## src/rtl/exec_unit.sv

```systemverilog
// Handshaked execute unit: ALU, set-less-than and branch-condition evaluation.
// Shifts run iteratively, up to SHIFT_STEP bits per cycle.
module exec_unit #(
  parameter int WIDTH      = 32,
  parameter int SHIFT_STEP = 1
) (
  input  logic             clk,
  input  logic             rst_n,
  input  logic             in_valid,
  output logic             in_ready,
  input  logic [3:0]       in_op,
  input  logic [2:0]       in_branch,
  input  logic [WIDTH-1:0] in_a,
  input  logic [WIDTH-1:0] in_b,
  output logic             out_valid,
  input  logic             out_ready,
  output logic [WIDTH-1:0] out_result,
  output logic             out_taken,
  output logic             out_illegal
);

  localparam int CW = $clog2(WIDTH);
  localparam logic [CW:0] STEP_AMT = SHIFT_STEP[CW:0];

  localparam logic [3:0] OP_ADD  = 4'd1;
  localparam logic [3:0] OP_SUB  = 4'd2;
  localparam logic [3:0] OP_XOR  = 4'd3;
  localparam logic [3:0] OP_OR   = 4'd4;
  localparam logic [3:0] OP_AND  = 4'd5;
  localparam logic [3:0] OP_SLL  = 4'd6;
  localparam logic [3:0] OP_SRL  = 4'd7;
  localparam logic [3:0] OP_SRA  = 4'd8;
  localparam logic [3:0] OP_SLT  = 4'd9;
  localparam logic [3:0] OP_SLTU = 4'd10;

  localparam logic [2:0] BR_NONE = 3'd0;
  localparam logic [2:0] BR_JUMP = 3'd1;
  localparam logic [2:0] BR_NE   = 3'd2;
  localparam logic [2:0] BR_EQ   = 3'd3;
  localparam logic [2:0] BR_LT   = 3'd4;
  localparam logic [2:0] BR_GE   = 3'd5;
  localparam logic [2:0] BR_LTU  = 3'd6;
  localparam logic [2:0] BR_GEU  = 3'd7;

  localparam logic [1:0] SH_SLL = 2'd0;
  localparam logic [1:0] SH_SRL = 2'd1;
  localparam logic [1:0] SH_SRA = 2'd2;

  typedef enum logic [1:0] {
    ST_IDLE  = 2'd0,
    ST_SHIFT = 2'd1,
    ST_DONE  = 2'd2
  } state_t;

  state_t           state_reg, state_next;
  logic [WIDTH-1:0] result_reg, result_next;
  logic [CW-1:0]    cnt_reg, cnt_next;
  logic [1:0]       sop_reg, sop_next;
  logic             taken_reg, taken_next;
  logic             illegal_reg, illegal_next;

  logic             accept;
  logic [CW-1:0]    shamt;
  logic             lt_s, lt_u, eq;
  logic             is_shift;
  logic             load_illegal;
  logic             branch_taken;
  logic [WIDTH-1:0] alu_result;
  logic [1:0]       load_sop;
  logic [CW:0]      step_amt;
  logic [CW-1:0]    cnt_after;
  logic [WIDTH-1:0] shifted;

  assign in_ready  = (state_reg == ST_IDLE) || ((state_reg == ST_DONE) && out_ready);
  assign accept    = in_valid && in_ready;
  assign shamt     = in_b[CW-1:0];
  assign lt_s      = $signed(in_a) < $signed(in_b);
  assign lt_u      = in_a < in_b;
  assign eq        = in_a == in_b;

  // Decode and single-cycle evaluation of the incoming request.
  always_comb begin
    alu_result   = '0;
    is_shift     = 1'b0;
    load_illegal = 1'b0;
    load_sop     = SH_SLL;
    case (in_op)
      OP_ADD:  alu_result = in_a + in_b;
      OP_SUB:  alu_result = in_a - in_b;
      OP_XOR:  alu_result = in_a ^ in_b;
      OP_OR:   alu_result = in_a | in_b;
      OP_AND:  alu_result = in_a & in_b;
      OP_SLL: begin
        alu_result = in_a;
        is_shift   = 1'b1;
        load_sop   = SH_SLL;
      end
      OP_SRL: begin
        alu_result = in_a;
        is_shift   = 1'b1;
        load_sop   = SH_SRL;
      end
      OP_SRA: begin
        alu_result = in_a;
        is_shift   = 1'b1;
        load_sop   = SH_SRA;
      end
      OP_SLT:  alu_result = {{(WIDTH-1){1'b0}}, lt_s};
      OP_SLTU: alu_result = {{(WIDTH-1){1'b0}}, lt_u};
      default: load_illegal = 1'b1;
    endcase
  end

  always_comb begin
    branch_taken = 1'b0;
    case (in_branch)
      BR_NONE: branch_taken = 1'b0;
      BR_JUMP: branch_taken = 1'b1;
      BR_NE:   branch_taken = !eq;
      BR_EQ:   branch_taken = eq;
      BR_LT:   branch_taken = lt_s;
      BR_GE:   branch_taken = !lt_s;
      BR_LTU:  branch_taken = lt_u;
      BR_GEU:  branch_taken = !lt_u;
      default: branch_taken = 1'b0;
    endcase
  end

  // One shifter iteration: min(SHIFT_STEP, remaining) bits.
  always_comb begin
    if ({1'b0, cnt_reg} < STEP_AMT) begin
      step_amt = {1'b0, cnt_reg};
    end else begin
      step_amt = STEP_AMT;
    end
    cnt_after = cnt_reg - step_amt[CW-1:0];
    case (sop_reg)
      SH_SRL:  shifted = result_reg >> step_amt;
      SH_SRA:  shifted = $signed(result_reg) >>> step_amt;
      default: shifted = result_reg << step_amt;
    endcase
  end

  // Next-state and next-output logic; an accept always overrides the retire path.
  always_comb begin
    state_next   = state_reg;
    result_next  = result_reg;
    cnt_next     = cnt_reg;
    sop_next     = sop_reg;
    taken_next   = taken_reg;
    illegal_next = illegal_reg;
    case (state_reg)
      ST_SHIFT: begin
        result_next = shifted;
        cnt_next    = cnt_after;
        if (cnt_after == '0) begin
          state_next = ST_DONE;
        end
      end
      ST_DONE: begin
        if (out_ready) begin
          state_next = ST_IDLE;
        end
      end
      default: state_next = ST_IDLE;
    endcase
    if (accept) begin
      illegal_next = load_illegal;
      taken_next   = branch_taken && !load_illegal;
      if (load_illegal) begin
        result_next = '0;
        state_next  = ST_DONE;
      end else if (is_shift && (shamt != '0)) begin
        result_next = in_a;
        cnt_next    = shamt;
        sop_next    = load_sop;
        state_next  = ST_SHIFT;
      end else begin
        result_next = alu_result;
        state_next  = ST_DONE;
      end
    end
  end

  always_ff @(posedge clk or negedge rst_n) begin
    if (!rst_n) begin
      state_reg   <= ST_IDLE;
      result_reg  <= '0;
      cnt_reg     <= '0;
      sop_reg     <= SH_SLL;
      taken_reg   <= 1'b0;
      illegal_reg <= 1'b0;
    end else begin
      state_reg   <= state_next;
      result_reg  <= result_next;
      cnt_reg     <= cnt_next;
      sop_reg     <= sop_next;
      taken_reg   <= taken_next;
      illegal_reg <= illegal_next;
    end
  end

  assign out_valid   = (state_reg == ST_DONE);
  assign out_result  = result_reg;
  assign out_taken   = taken_reg;
  assign out_illegal = illegal_reg;

endmodule

```

## config.mk

```make
export PLATFORM = sky130hd
export DESIGN_NAME = exec_unit
export DESIGN_NICKNAME = d
export VERILOG_FILES = /design/src/rtl/exec_unit.sv
export SDC_FILE = /design/constraint.sdc
export NUM_CORES = 1
export LEC_CHECK = 0
export BUFFER_PORTS_ARGS = -buffer_cell sky130_fd_sc_hd__buf_2
export CAP_MARGIN = 20
export CORE_ASPECT_RATIO = 2
export CORE_MARGIN = 3
export CORE_UTILIZATION = 50
export CTS_CLUSTER_DIAMETER = 60
export DETAILED_ROUTE_END_ITERATION = 12
export GPL_TIMING_DRIVEN = 0
export PLACE_DENSITY = 0.69
export SYNTH_ARGS = -nofsm -noshare
export SYNTH_HDL_FRONTEND = slang
export SYNTH_SLANG_ARGS = --single-unit
```

## constraint.sdc

```tcl
create_clock -name clk -period 3.2 [get_ports clk]
set_input_delay 0.16 -clock clk [delete_from_list [all_inputs] [get_ports clk]]
set_output_delay 0.16 -clock clk [all_outputs]
set_load 0.02 [all_outputs]
```

* Word-level counts from Yosys, hierarchy flattened
Index checks and enable logic that the tools add are counted.
** Cells by class
- Add/subtract/negate cells :: 3
- Order comparisons :: 3
- Equal/unequal tests :: 24
- Shift operators :: 3
- Mux-type cells :: 21
- Bitwise logic cells :: 3
- Reduce and logical (&&, ||, !) cells :: 17
** Operators by type and width (count)
- 32-bit one-hot mux with 8 select lines :: 1
- 32-bit 2-to-1 mux :: 4
- 32-bit < comparator :: 2
- 32-bit one-hot mux with 2 select lines :: 1
- 32-bit adder :: 1
- 32-bit AND :: 1
- 32-bit equality test :: 1
- 32-bit bitwise OR :: 1
- 32-bit by 6-bit << shifter with 32-bit output :: 1
- 32-bit by 6-bit right shift with 32-bit output :: 1
- 32-bit by 6-bit >>> shifter with 32-bit output :: 1
- 32-bit subtractor :: 1
- 32-bit XOR :: 1
- 5-bit 2-to-1 mux :: 5
- 4-bit by 3-bit equality test with 1-bit output (second input constant) :: 4
- 3-bit equality test (second input constant) :: 4
- 4-bit equality test (second input constant) :: 3
- 2-bit 2-to-1 mux :: 5
- 10-bit OR reduction :: 1
- 4-bit by 2-bit equality test with 1-bit output (second input constant) :: 2
- 1-bit one-hot mux with 8 select lines :: 1
- 2-bit one-hot mux with 2 select lines :: 2
- 3-bit by 2-bit equality test with 1-bit output (second input constant) :: 2
- 5-bit logical NOT :: 1
- 19 further kinds :: 27
** Storage, ports and cells
- Register bits :: 43
- Input port bits :: 75
- Output and inout bits :: 36
- Word-level logic and storage cells :: 80

* Depth between registers and ports, before layout
Gate-level depths: netlist of the first run.
- Depth after elaboration :: 7
- Mapped depth :: 12

* Least setup slack after synthesis of the first run
Ideal clock, no wire load.
- Kind :: input to register
- Start :: in in_a[5]
- End :: reg result_reg[18] (netlist: out_result[18])
- Arrival time :: 2.464 ns
- Setup slack :: 0.610 ns
- Stages :: 12
- Buffers on the path :: 1
- Cell sequence :: inv_1 > ha_1 > buf_6 > and2_4 > a221oi_4 > a211oi_1 > or3_4 > a31o_1 > a21o_1 > a211oi_1 > nand3_1 > a221o_1
** Between the ends
- Word-level cells in the longest chain between the ends :: 5
** RTL lines
- start: declaration :: RTL line 13 : input logic [WIDTH-1:0] in_a,
- 32-bit subtractor or 32-bit adder (tied branches) :: RTL line 89, 88
- 32-bit one-hot mux with 8 select lines * :: RTL line 87 : case (in_op)
- 32-bit 2-to-1 mux * :: RTL line 173 : end else if (is_shift && (shamt != '0)) begin
- 32-bit 2-to-1 mux * :: RTL line 170 : if (load_illegal) begin
- 32-bit 2-to-1 mux * :: RTL line 167 : if (accept) begin
- end signal: assignment :: RTL line 195 : result_reg <= result_next;
- end: declaration :: RTL line 56 : logic [WIDTH-1:0] result_reg, result_next;
Mark *: on every way between the ends. The rest lies on a longest branch, timed or not.
A chain may end at the register's enable or synchronous reset.

* Worst setup path in the final report of the first run
- Start :: in in_op[0]
- End :: reg result_reg[12] (netlist: out_result[12])
** Between the ends
- Word-level cells in the longest chain between the ends :: 7
** RTL lines
- start: declaration :: RTL line 11 : input logic [3:0] in_op,
- branches (longest 5 deep; another with 32-bit one-hot mux with 8 select lines)
- 32-bit 2-to-1 mux * :: RTL line 170
- 32-bit 2-to-1 mux * :: RTL line 167
Mark *: on every way between the ends.

==> results.md, run 1 <==
* Status: finished, violations left
* Failing checks: setup timing
* Leakage at 4.31 nW
* Starting DRT DRC Count at 997
* Critical path endpoint category: flip-flop
* Share of cells above drive strength 1 at 0.136
* WL final at 38.5 mm
* Reg2Reg Launch Point: sop_reg[0]
* Most numerous cell on the critical path: clkbuf_1
* Fmax achieved at 0.300 GHz
* Worst Path Required at 3.39 ns
* Crit path largest cell delay at 1.00 ns
* EDFF count, synth at 0
* Area grow syn2layout at 13.9%
* Post-DP Area at 0.00927 sq mm
* Initial Util at 0.514
* Area of the mapped netlist at 0.00845 sq mm
* Core Util, Final at 0.586
* Depth of the CTS H-tree at 2
* Worst Path Arrival at 3.52 ns
* Die area at 0.0186 sq mm
* Pwr Density at 490 mW/mm^2
* CP delay by family, top: buffers and inverters
* Gpl congestion at 1.07
* Most frequent cells after synthesis: a21oi_1 (125), o21ai_0 (122), ha_1 (117)
* GRT Overall Usage at 0.397
* Via density per instance at 6.89
* Clock Root Buffer: clkbuf_16
* Max_slew headroom at 0.157
* Largest net degree at the start of global routing at 44
* Cells after DPL at 1,527
* Post-Syn Nets at 1,408
* # setup viols final at 1
* Wire per inst at 25.0 um
* First-pass GRT wire length at 57.4 mm
* Cells on worst reg2reg path at 11
* HPWL after DPL at 30.7 mm
* Top_reg_cell synth: dfrtp_1
* Unrepaired setup endpoints after global routing: true
* # rows at 66
* Max FFs per register at 32
* Hold crit path type: input pin to flip-flop
* Critical path class: input pin to flip-flop
* GRT Residual Overflow at 0
* Maxcap violations at 0
* CP Max Fanout at 10
* Syn Inst Count at 1,214
* Residual DRC at 0
* Worst skew pair latency at 0.30 ns
* Final Max Tran Viols at 0
* Register area share after synthesis at 0.127
* Stages on the worst setup path at 9
* CTS buffer count at 5
* Initial antenna violation count at 2
* Core area at 0.0164 sq mm
* Final worst path period need at 3.33 ns
* Clk sinks at 43
* CTS max path bufs at 2
* Finished Layout Cells at 1,539
* CP Launch Type: input pin
* Final Instance Area at 0.00963 sq mm
* Nets at 1,526
* Peak VDD IR at 0.309 mV
* Leading post-synthesis cells by cell area: ha_1 (17%), dfrtp_1 (13%), a21oi_1 (7.4%), o21ai_0 (7.2%), inv_1 (4.4%)
* Crit path to: out_result[12]
* Total number of vias at 10,600
* R2R Setup Slk at 0.13 ns
* Die Wd at 97.9 um
* DR pass1 iterations at 6
* CTS clk-pin slew, worst paths at 0.06 ns
* Yosys reg bits at 43
* Top-count cell post-synth: a21oi_1
* Synth cell types at 87
* FFs w/ async S/R, synth at 1.00
* Yosys top cell by area: ha_1
* Ys Warns at 0
* Top Ports at 111
* DIE HEIGHT at 190 um
* Detail Route Antenna Nets at 0
* RR Endpoint: out_result[23]
* Slowest CP cell: clkbuf_1
* Post-synth top area share at 0.173
* Worst Setup SP: in_op[0]
* TritonCTS clock tree: done
* CP Buf/Inv Count at 3
* Slew @ Worst Pin at 1.26 ns
* Final period utilization at 1.04
* Syn avg cell area at 6.96 sq um
* Number of global-route vias before repair at 10,200
* Buffers on Ports at 108
* Worst path cell trace: clkbuf_1 -> nor2_1 -> nand2_1 -> clkbuf_1 -> clkbuf_1 -> o221ai_1 -> a21oi_1 -> o21ai_0 -> o21a_1
* Clk_skew at 0.00604 ns
* Final hold viol count at 0
* Final WS setup at -0.131 ns
[how the worst min path moves through the flow]
stage	depth (start not counted)	slack, ns	startpoint	to
after floorplan	0	-0.14	rst_n	cnt_reg[0]
after global placement	1	0.37	rst_n	cnt_reg[2]
after detailed placement	1	0.38	rst_n	cnt_reg[1]
after CTS	1	0.07	rst_n	cnt_reg[1]
after global routing	3	0.21	in_branch[0]	out_taken
final	3	0.15	in_branch[0]	out_taken
[routing by layer]
layer  up-vias  track usage  routed length, um
li1       4736            -                  -
met1      4949        0.411              12900
met2       660        0.693              18400
met3       257       0.0510               3020
met4         0        0.343               4160
met5         -            0                  0
[power by group]
part	switching (W)	internal [W]
logic	0.00193	0.000998
clock network	0.000226	0.000448
registers	0.000317	0.000800
total	0.00247	0.00225
[worst reg2reg max path, stage by stage, from the launching register on]
cell       delay [ns]
dfrtp_1          0.38
inv_1            0.09
ha_2             0.33
or3_1            0.46
nand3_1          0.23
o21ai_2          0.16
a32oi_2          0.31
o2111ai_1        0.19
or3_1            0.39
a21o_1           0.18
nand4b_1         0.09
nand3_1          0.13
[cell usage in the layout (no fill, tap or decap), types with 22 or more instances in the layout]
master / instances
dfrtp_1: 43
a21oi_1: 121
nor2_1: 99
nand3_1: 40
nand2_1: 97
a22oi_1: 22
clkbuf_1: 46
ha_1: 116
buf_2: 122
inv_1: 100
nor3_1: 34
o21ai_0: 121
[through the flow]
step | setup WS [ns] | power (W) | hold WS (ns) | setup TNS, ns
global placement | -0.529 | 0.00387 | 0.371 | -7.77
floorplan | 0.610 | 0.00288 | -0.136 | 0
CTS | 0.00388 | 0.00461 | 0.0673 | 0
global route | -0.0545 | 0.00499 | 0.206 | -0.0545
detailed placement | -0.496 | 0.00390 | 0.379 | -5.49
finish | -0.131 | 0.00471 | 0.154 | -0.131
[cell families after synthesis]
| logic type | share of synthesized area |
|---|---|
| and+or+nand+nor | 0.205 |
| DFF | 0.127 |
| xor gates and xnor gates | 0.0114 |
| muxes | 0.00844 |
| buffers and inverters | 0.0824 |
| adders and majority gates | 0.178 |
| AOI/OAI and AO/OA | 0.387 |
[repair_timing]
action                                  CTS  global route
pin swaps                                 1             2
setup buffers                             0             1
endpoints found under the setup margin    6            25
gates cloned                              0             0
hold buffers                              0             1
resized for setup                         8            30
endpoints found under the hold margin     0            43
[layout make-up]
type	count	area, sq um
antenna	2	5.00
timing repair buffer	112	589
fill	1700	6810
buffer	75	327
tap	204	255
sequential	43	1080
multi-input combinational	993	6800
clock inverter	2	60.1
inverter	102	383
clock buffer	6	129
Power figures use the tool's default switching activity.
==> run 2: changes to the inputs <==
CORE_UTILIZATION = 40   (was 50)
PLACE_DENSITY = 0.57   (was 0.69)
SETUP_SLACK_MARGIN = 0.05   (was unset)
==> run 2 against run 1 <==
Net effect:
- the flow now finishes without violations
- cell area grew 1.6%
- sequential power is essentially flat
- highest routed layer is now met5
- critical path depth down 1
- cell count rose by 4.1%
- clock skew about the same
- global-route usage down 4.7 points
- fmax up 6.0%
- non-clock buffer count increased by 3
- first-iteration DRC count rose by 8.1%
- via count down 1.8%
- clock power decreased by 6.8%
==> results.md, run 2 (synthesis gave the netlist of run 1 again) <==
* # setup viols final at 0 (was 1)
* Critical path endpoint category: flip-flop (unchanged)
* Worst Path Required at 3.36 ns (was 3.39 ns)
* Max FFs per register at 32 (unchanged)
* Final Instance Area at 0.00978 sq mm (was 0.00963 sq mm)
* DR pass1 iterations at 7 (was 6)
* Most common cell after layout, fill and taps aside: buf_2 (unchanged)
* Largest net degree at the start of global routing at 44 (unchanged)
* Die Wd at 109 um (was 97.9 um)
* Worst skew pair latency at 0.30 ns (about the same)
* Number of global-route vias before repair at 10,300 (was 10,200)
* Final period utilization at 0.982 (was 1.04)
* CP Launch Type: input pin (unchanged)
* Fillers at 2,186 (was 1,700)
* Buffers on Ports at 108 (unchanged)
* Fmax achieved at 0.318 GHz (was 0.300 GHz)
* Core Util, Final at 0.474 (was 0.586)
* Unrepaired setup endpoints after global routing: true (unchanged)
* CTS clk-pin slew, worst paths at 0.06 ns (about the same)
* HPWL after DPL at 32.4 mm (was 30.7 mm)
* Final hold viol count at 0 (unchanged)
* Clock Root Buffer: clkbuf_16 (unchanged)
* Depth of the CTS H-tree at 2 (unchanged)
* Cells after DPL at 1,589 (was 1,527)
* Most numerous cell on the critical path: clkbuf_1 (unchanged)
* Peak VDD IR at 0.428 mV (was 0.309 mV)
* CTS buffer count at 5 (unchanged)
* Clk_skew at 0.00575 ns (was 0.00604 ns)
* Residual DRC at 0 (unchanged)
* Clk sinks at 43 (unchanged)
* Max_slew headroom at 0.182 (was 0.157)
* Wire per inst at 25.3 um (was 25.0 um)
* GRT Residual Overflow at 0 (unchanged)
* Status: finished, final reports clean (was finished, violations left)
* Most frequent cells in the layout: buf_2 (122), o21ai_0 (121), a21oi_1 (118) (was buf_2 (122), o21ai_0 (121), a21oi_1 (121))
* Worst path cell trace: clkbuf_1 -> nor2_1 -> nand2_1 -> clkbuf_1 -> clkbuf_1 -> o21ai_0 -> a211oi_1 -> o21ai_0 (was clkbuf_1 -> nor2_1 -> nand2_1 -> clkbuf_1 -> clkbuf_1 -> o221ai_1 -> a21oi_1 -> o21ai_0 -> o21a_1)
* Core area at 0.0206 sq mm (was 0.0164 sq mm)
* Initial antenna violation count at 1 (was 2)
* Critical path class: input pin to flip-flop (unchanged)
* Via density per instance at 6.50 (was 6.89)
* Crit path largest cell delay at 0.88 ns (was 1.00 ns)
* Hold crit path type: input pin to flip-flop (unchanged)
* N_diodes at 0 (was 2)
* Initial Util at 0.409 (was 0.514)
* Final worst path period need at 3.14 ns (was 3.33 ns)
* Dpl ws at -0.493 ns (was -0.496 ns)
* Post-DP Area at 0.00934 sq mm (was 0.00927 sq mm)
* WL final at 40.6 mm (was 38.5 mm)
* Pwr Density at 483 mW/mm^2 (was 490 mW/mm^2)
* Total number of vias at 10,400 (was 10,600)
* # rows at 74 (was 66)
* Setup TNS at 0 ns (was -0.131 ns)
* CP Max Fanout at 10 (unchanged)
* Nets at 1,529 (was 1,526)
* CTS max path bufs at 2 (unchanged)
* Slowest CP cell: clkbuf_1 (unchanged)
* GRT Overall Usage at 0.350 (was 0.397)
* Die area at 0.0230 sq mm (was 0.0186 sq mm)
* Maxcap violations at 0 (unchanged)
* Area grow syn2layout at 15.6% (was 13.9%)
* Detail Route Antenna Nets at 0 (unchanged)
* DIE HEIGHT at 212 um (was 190 um)
* First-pass GRT wire length at 60.7 mm (was 57.4 mm)
* Final Max Tran Viols at 0 (unchanged)
* Worst Path Arrival at 3.30 ns (was 3.52 ns)
* Finished Layout Cells at 1,602 (was 1,539)
* Starting DRT DRC Count at 1,078 (was 997)
* Top Ports at 111 (unchanged)
* Slew @ Worst Pin at 1.23 ns (was 1.26 ns)
* Final WS setup at 0.0579 ns (was -0.131 ns)
* Share of cells above drive strength 1 at 0.149 (was 0.136)
* TritonCTS clock tree: done (unchanged)
* Gpl congestion at 1.04 (was 1.07)
* Leakage at 4.34 nW (was 4.31 nW)
run 2: changes by cell type in the layout (fill, tap and decap cells not counted), sizes merged:
| cell | before | now |
|---|---|---|
| buf | 132 | 135 |
| clkbuf | 59 | 57 |
| clkdlybuf4s15 | 1 | 3 |
| diode | 2 | 0 |
| bufinv | 2 | 1 |
| clkinv | 0 | 1 |
run 2: stage by stage:
stage | total power (W) | hold WS (ns)
3_5_place_dp | 0.00395 | 0.395
2_1_floorplan | 0.00288 | -0.136
6_report | 0.00472 | 0.143
3_3_place_gp | 0.00393 | 0.381
4_1_cts | 0.00461 | 0.0803
5_1_grt | 0.00503 | 0.175
run 2: power by group:
group | total (W) | switching [W] | internal, W
Sequential | 0.00114 | 0.000339 | 0.000799
Clock | 0.000628 | 0.000239 | 0.000389
Combinational | 0.00296 | 0.00194 | 0.00101
Total | 0.00472 | 0.00252 | 0.00220
run 2: per-layer routing:
metal	GRT usage	vias to the layer above	part of all wire
li1	-	4725	-
met1	0.376	4926	0.35
met2	0.627	575	0.50
met3	0.0339	181	0.065
met4	0.247	2	0.082
met5	0	-	0.00027
run 2: repair_timing:
| item | CTS | global route |
|---|---|---|
| hold buffers | 0 | 1 |
| resized for setup | 18 | 40 |
| buffers inserted | 0 | 4 |
| hold endpoints to repair | 0 | 8 |
| setup endpoints to repair | 14 | 29 |
| pin swaps | 2 | 5 |
run 2: cell type report:
type / count / area, sq um / share of cell area
Buffer: 75 / 343 / 0.0351
Inverter: 102 / 383 / 0.0392
Sequential cell: 43 / 1080 / 0.110
Clock buffer: 6 / 139 / 0.0142
Timing Repair Buffer: 115 / 612 / 0.0626
Tap cell: 266 / 333 / 0.0340
Multi-Input combinational cell: 993 / 6860 / 0.701
Clock inverter: 2 / 35.0 / 0.00358
run 2: worst max-delay path: cells and delay by family:
kind                   cells  cell delay, ns
AO/OA/AOI/OAI              3            0.90
AND/OR/NAND/NOR            2            0.36
buffers and inverters      3            1.88
run 2: final timing paths:
path                              startpoint             end  slack [ns]  depth (start not counted)
worst max-delay path                in_op[0]   out_result[9]        0.06                          8
worst min-delay path            in_branch[0]       out_taken        0.14                          3
worst max register to register    sop_reg[0]  out_result[23]        0.18                         11
worst min register to register     out_taken       out_taken        0.48                          2
max in group asynchronous              rst_n  out_result[28]        2.47                          3
min in group asynchronous              rst_n   out_result[2]        0.25                          2
==> run 3: changes to the inputs <==
--- a/config.mk
+++ b/config.mk
@@ -7,2 +7,3 @@
 export LEC_CHECK = 0
+export ABC_AREA = 1
 export BUFFER_PORTS_ARGS = -buffer_cell sky130_fd_sc_hd__buf_2
@@ -15,3 +16,3 @@
 export GPL_TIMING_DRIVEN = 0
-export PLACE_DENSITY = 0.57
+export PLACE_DENSITY = 0.56
 export SETUP_SLACK_MARGIN = 0.05
--- a/constraint.sdc
+++ b/constraint.sdc
@@ -3,2 +3,2 @@
 set_output_delay 0.16 -clock clk [all_outputs]
-set_load 0.02 [all_outputs]
+set_load 0.05 [all_outputs]
==> run 3 against run 2 <==
Net effect:
- clock skew is essentially flat
- clock power shrank 1%
- routed wire length grew 1.7%
- setup slack gained 0.88 ns
- critical path type is now flip-flop to flip-flop
- critical endpoint is now out_taken
==> results.md, run 3 <==
* Status: finished, final reports clean (unchanged)
* Leakage at 6.38 nW (was 4.34 nW)
* Initial antenna violation count at 0 (was 1)
* Cells on worst reg2reg path at 10 (was 11)
* Worst Path Required at 3.45 ns (was 3.36 ns)
* Gpl congestion at 1.06 (was 1.04)
* Post-synth top area share at 0.198 (was 0.173)
* Clk sinks at 43 (unchanged)
* Area of the mapped netlist at 0.00988 sq mm (was 0.00845 sq mm)
* Residual DRC at 0 (unchanged)
* Share of cells above drive strength 1 at 0.134 (was 0.149)
* Worst skew pair latency at 0.31 ns (was 0.30 ns)
* Via density per instance at 5.35 (was 6.50)
* Pwr Density at 525 mW/mm^2 (was 483 mW/mm^2)
* Syn avg cell area at 5.63 sq um (was 6.96 sq um)
* Max_slew headroom at 0.511 (was 0.182)
* Detail Route Antenna Nets at 0 (unchanged)
* Critical path endpoint category: flip-flop (unchanged)
* CTS max path bufs at 2 (unchanged)
* FF+latch area at 0.00108 sq mm (unchanged)
* GRT Residual Overflow at 0 (unchanged)
* Critical path class: flip-flop to flip-flop (was input pin to flip-flop)
* Yosys reg bits at 43 (unchanged)
* Area of the multi-input gates at 0.00714 sq mm (was 0.00686 sq mm)
* Ys Warns at 0 (unchanged)
* N_diodes at 0 (unchanged)
* Yosys top cell by area: nand2_1 (was ha_1)
* Clk_skew at 0.00568 ns (was 0.00575 ns)
* Fmax achieved at 0.442 GHz (was 0.318 GHz)
* Most common cell after layout, fill and taps aside: nand2_1 (was buf_2)
* CP Launch Type: flip-flop (was input pin)
* GRT Overall Usage at 0.305 (was 0.350)
* Largest net degree at the start of global routing at 44 (unchanged)
* Unrepaired setup endpoints after global routing: false (was true)
* Fillers at 2,745 (was 2,186)
* WL final at 41.3 mm (was 40.6 mm)
* Max FFs per register at 32 (unchanged)
* Final worst path period need at 2.26 ns (was 3.14 ns)
* Most frequent cells after synthesis: nand2_1 (520), inv_1 (321), nor2_1 (142) (was a21oi_1 (125), o21ai_0 (122), ha_1 (117))
* Final period utilization at 0.707 (was 0.982)
* DIE HEIGHT at 228 um (was 212 um)
* CTS buffer count at 5 (unchanged)
* Post-DP Area at 0.0108 sq mm (was 0.00934 sq mm)
* Buffers on Ports at 110 (was 108)
* # rows at 80 (was 74)
* Top Ports at 111 (unchanged)
* R2R Setup Slk at 0.94 ns (was 0.18 ns)
* Worst Path Arrival at 2.51 ns (was 3.30 ns)
* DR pass1 iterations at 6 (was 7)
* Top_reg_cell synth: dfrtp_1 (unchanged)
* HPWL after DPL at 35.0 mm (was 32.4 mm)
* CTS clk-pin slew, worst paths at 0.07 ns (was 0.06 ns)
* TritonCTS clock tree: done (unchanged)
* Worst Setup SP: state_reg[1] (was in_op[0])
* Synth cell types at 48 (was 87)
* Setup TNS at 0 ns (unchanged)
* Register area share after synthesis at 0.109 (was 0.127)
* Final Max Tran Viols at 0 (unchanged)
* CP Max Fanout at 10 (unchanged)
* Maxcap violations at 0 (unchanged)
* Post-Syn Nets at 1,950 (was 1,408)
* Starting DRT DRC Count at 841 (was 1,078)
* Hold crit path type: input pin to flip-flop (unchanged)
* RR Endpoint: out_taken (was out_result[23])
* Slew @ Worst Pin at 0.734 ns (was 1.23 ns)
* Area grow syn2layout at 11.8% (was 15.6%)
* Reg2Reg Launch Point: state_reg[1] (was sop_reg[0])
* Leading post-synthesis cells by cell area: nand2_1 (20%), ha_1 (15%), inv_1 (12%), dfrtp_1 (11%), nand3_1 (6.9%) (was ha_1 (17%), dfrtp_1 (13%), a21oi_1 (7.4%), o21ai_0 (7.2%), inv_1 (4.4%))
* Top-count cell post-synth: nand2_1 (was a21oi_1)
* EDFF count, synth at 0 (unchanged)
* Syn Inst Count at 1,756 (was 1,214)
* Initial Util at 0.410 (was 0.409)
* Core area at 0.0241 sq mm (was 0.0206 sq mm)
* Most frequent cells in the layout: nand2_1 (520), inv_1 (321), buf_2 (147) (was buf_2 (122), o21ai_0 (121), a21oi_1 (118))
* Final hold viol count at 0 (unchanged)
* Wire per inst at 18.7 um (was 25.3 um)
* Depth of the CTS H-tree at 2 (unchanged)
* Final Instance Area at 0.0110 sq mm (was 0.00978 sq mm)
* Die Wd at 117 um (was 109 um)
* Number of global-route vias before repair at 11,400 (was 10,300)
* Nets at 2,070 (was 1,529)
* Die area at 0.0267 sq mm (was 0.0230 sq mm)
* Total number of vias at 11,800 (was 10,400)
* First-pass GRT wire length at 62.4 mm (was 60.7 mm)
* FFs w/ async S/R, synth at 1.00 (unchanged)
* Crit path to: out_taken (was out_result[9])
* Peak VDD IR at 0.349 mV (was 0.428 mV)
* # setup viols final at 0 (unchanged)
* Clock Root Buffer: clkbuf_16 (unchanged)
## run 3: changes by cell type in the layout (fill, tap and decap cells not counted), moves of 21 or more
cell / previous run / this run
a21oi_1: 118 / 94
buf_2: 122 / 147
clkbuf_1: 42 / 10
inv_1: 100 / 321
inv_2: 2 / 23
nand2_1: 97 / 520
nand3_1: 40 / 137
nor2_1: 97 / 142
o21ai_0: 121 / 78
## run 3: worst max-delay path, stage by stage, from the launching register on
cell and delay [ns]:
dfrtp_1 0.41, inv_1 0.08, nor2_1 0.06, nor2_2 0.13, nand2_2 0.17, inv_2 0.18, clkbuf_1 0.56, nand3_1 0.27
a21oi_1 0.18, o21ai_1 0.11, nand2_1 0.07
## run 3: repair_timing
action,CTS,global route
endpoints found under the hold margin,0,10
hold buffers,0,1
resized for setup,0,0
buffers inserted,0,0
## run 3: final cells by class
| type | count | area share |
|---|---|---|
| clock buffer | 5 | 0.0113 |
| timing repair buffer | 113 | 0.0530 |
| tap | 328 | 0.0372 |
| sequential | 43 | 0.0974 |
| inverter | 347 | 0.118 |
| buffer | 64 | 0.0326 |
| clock inverter | 3 | 0.00396 |
| multi-input combinational | 1302 | 0.647 |
## run 3: per-stage QoR
stage	worst slack (ns)	utilization	instances	hold slack (ns)	power [W]
after global routing	0.781	0.458	2205	0.188	0.00625
after detailed placement	0.672	0.449	2194	0.406	0.00514
after CTS	0.922	0.456	2202	0.0801	0.00578
after global placement	0.700	0.449	2194	0.408	0.00511
final	0.937	0.458	2205	0.145	0.00580
after floorplan	1.18	-	1756	-0.136	0.00397
## run 3: power by group
part | total [W] | leakage (nW) | switching (W) | internal, W
Sequential | 0.00108 | 0.501 | 0.000260 | 0.000822
Combinational | 0.00410 | 5.79 | 0.00296 | 0.00114
Clock | 0.000619 | 0.0838 | 0.000250 | 0.000369
Total | 0.00580 | 6.38 | 0.00347 | 0.00233
## run 3: cell families (layout without fill, tap and decap cells)
family / after synthesis / in the layout / synth area share
and+or+nand+nor: 889 / 889 / 0.388
AOI/OAI and AO/OA: 288 / 288 / 0.178
adders and majority gates: 119 / 119 / 0.152
DFF: 43 / 43 / 0.109
buffers and inverters: 411 / 532 / 0.168
xor gates and xnor gates: 6 / 6 / 0.00532
## run 3: worst min-delay path by stage
stage / startpoint / end / slack, ns / cells after the start
6_report: out_ready / state_reg[1] / 0.14 / 4
5_1_grt: in_b[4] / cnt_reg[4] / 0.19 / 3
4_1_cts: rst_n / cnt_reg[3] / 0.08 / 1
3_5_place_dp: rst_n / cnt_reg[3] / 0.41 / 1
3_3_place_gp: rst_n / cnt_reg[3] / 0.41 / 1
2_1_floorplan: rst_n / cnt_reg[0] / -0.14 / 0
## run 3: per-layer routing
layer  wire [um]  global-route usage
met5           0                   0
met3        1630              0.0252
met2       22000               0.576
met4        3530               0.214
met1       14100               0.295
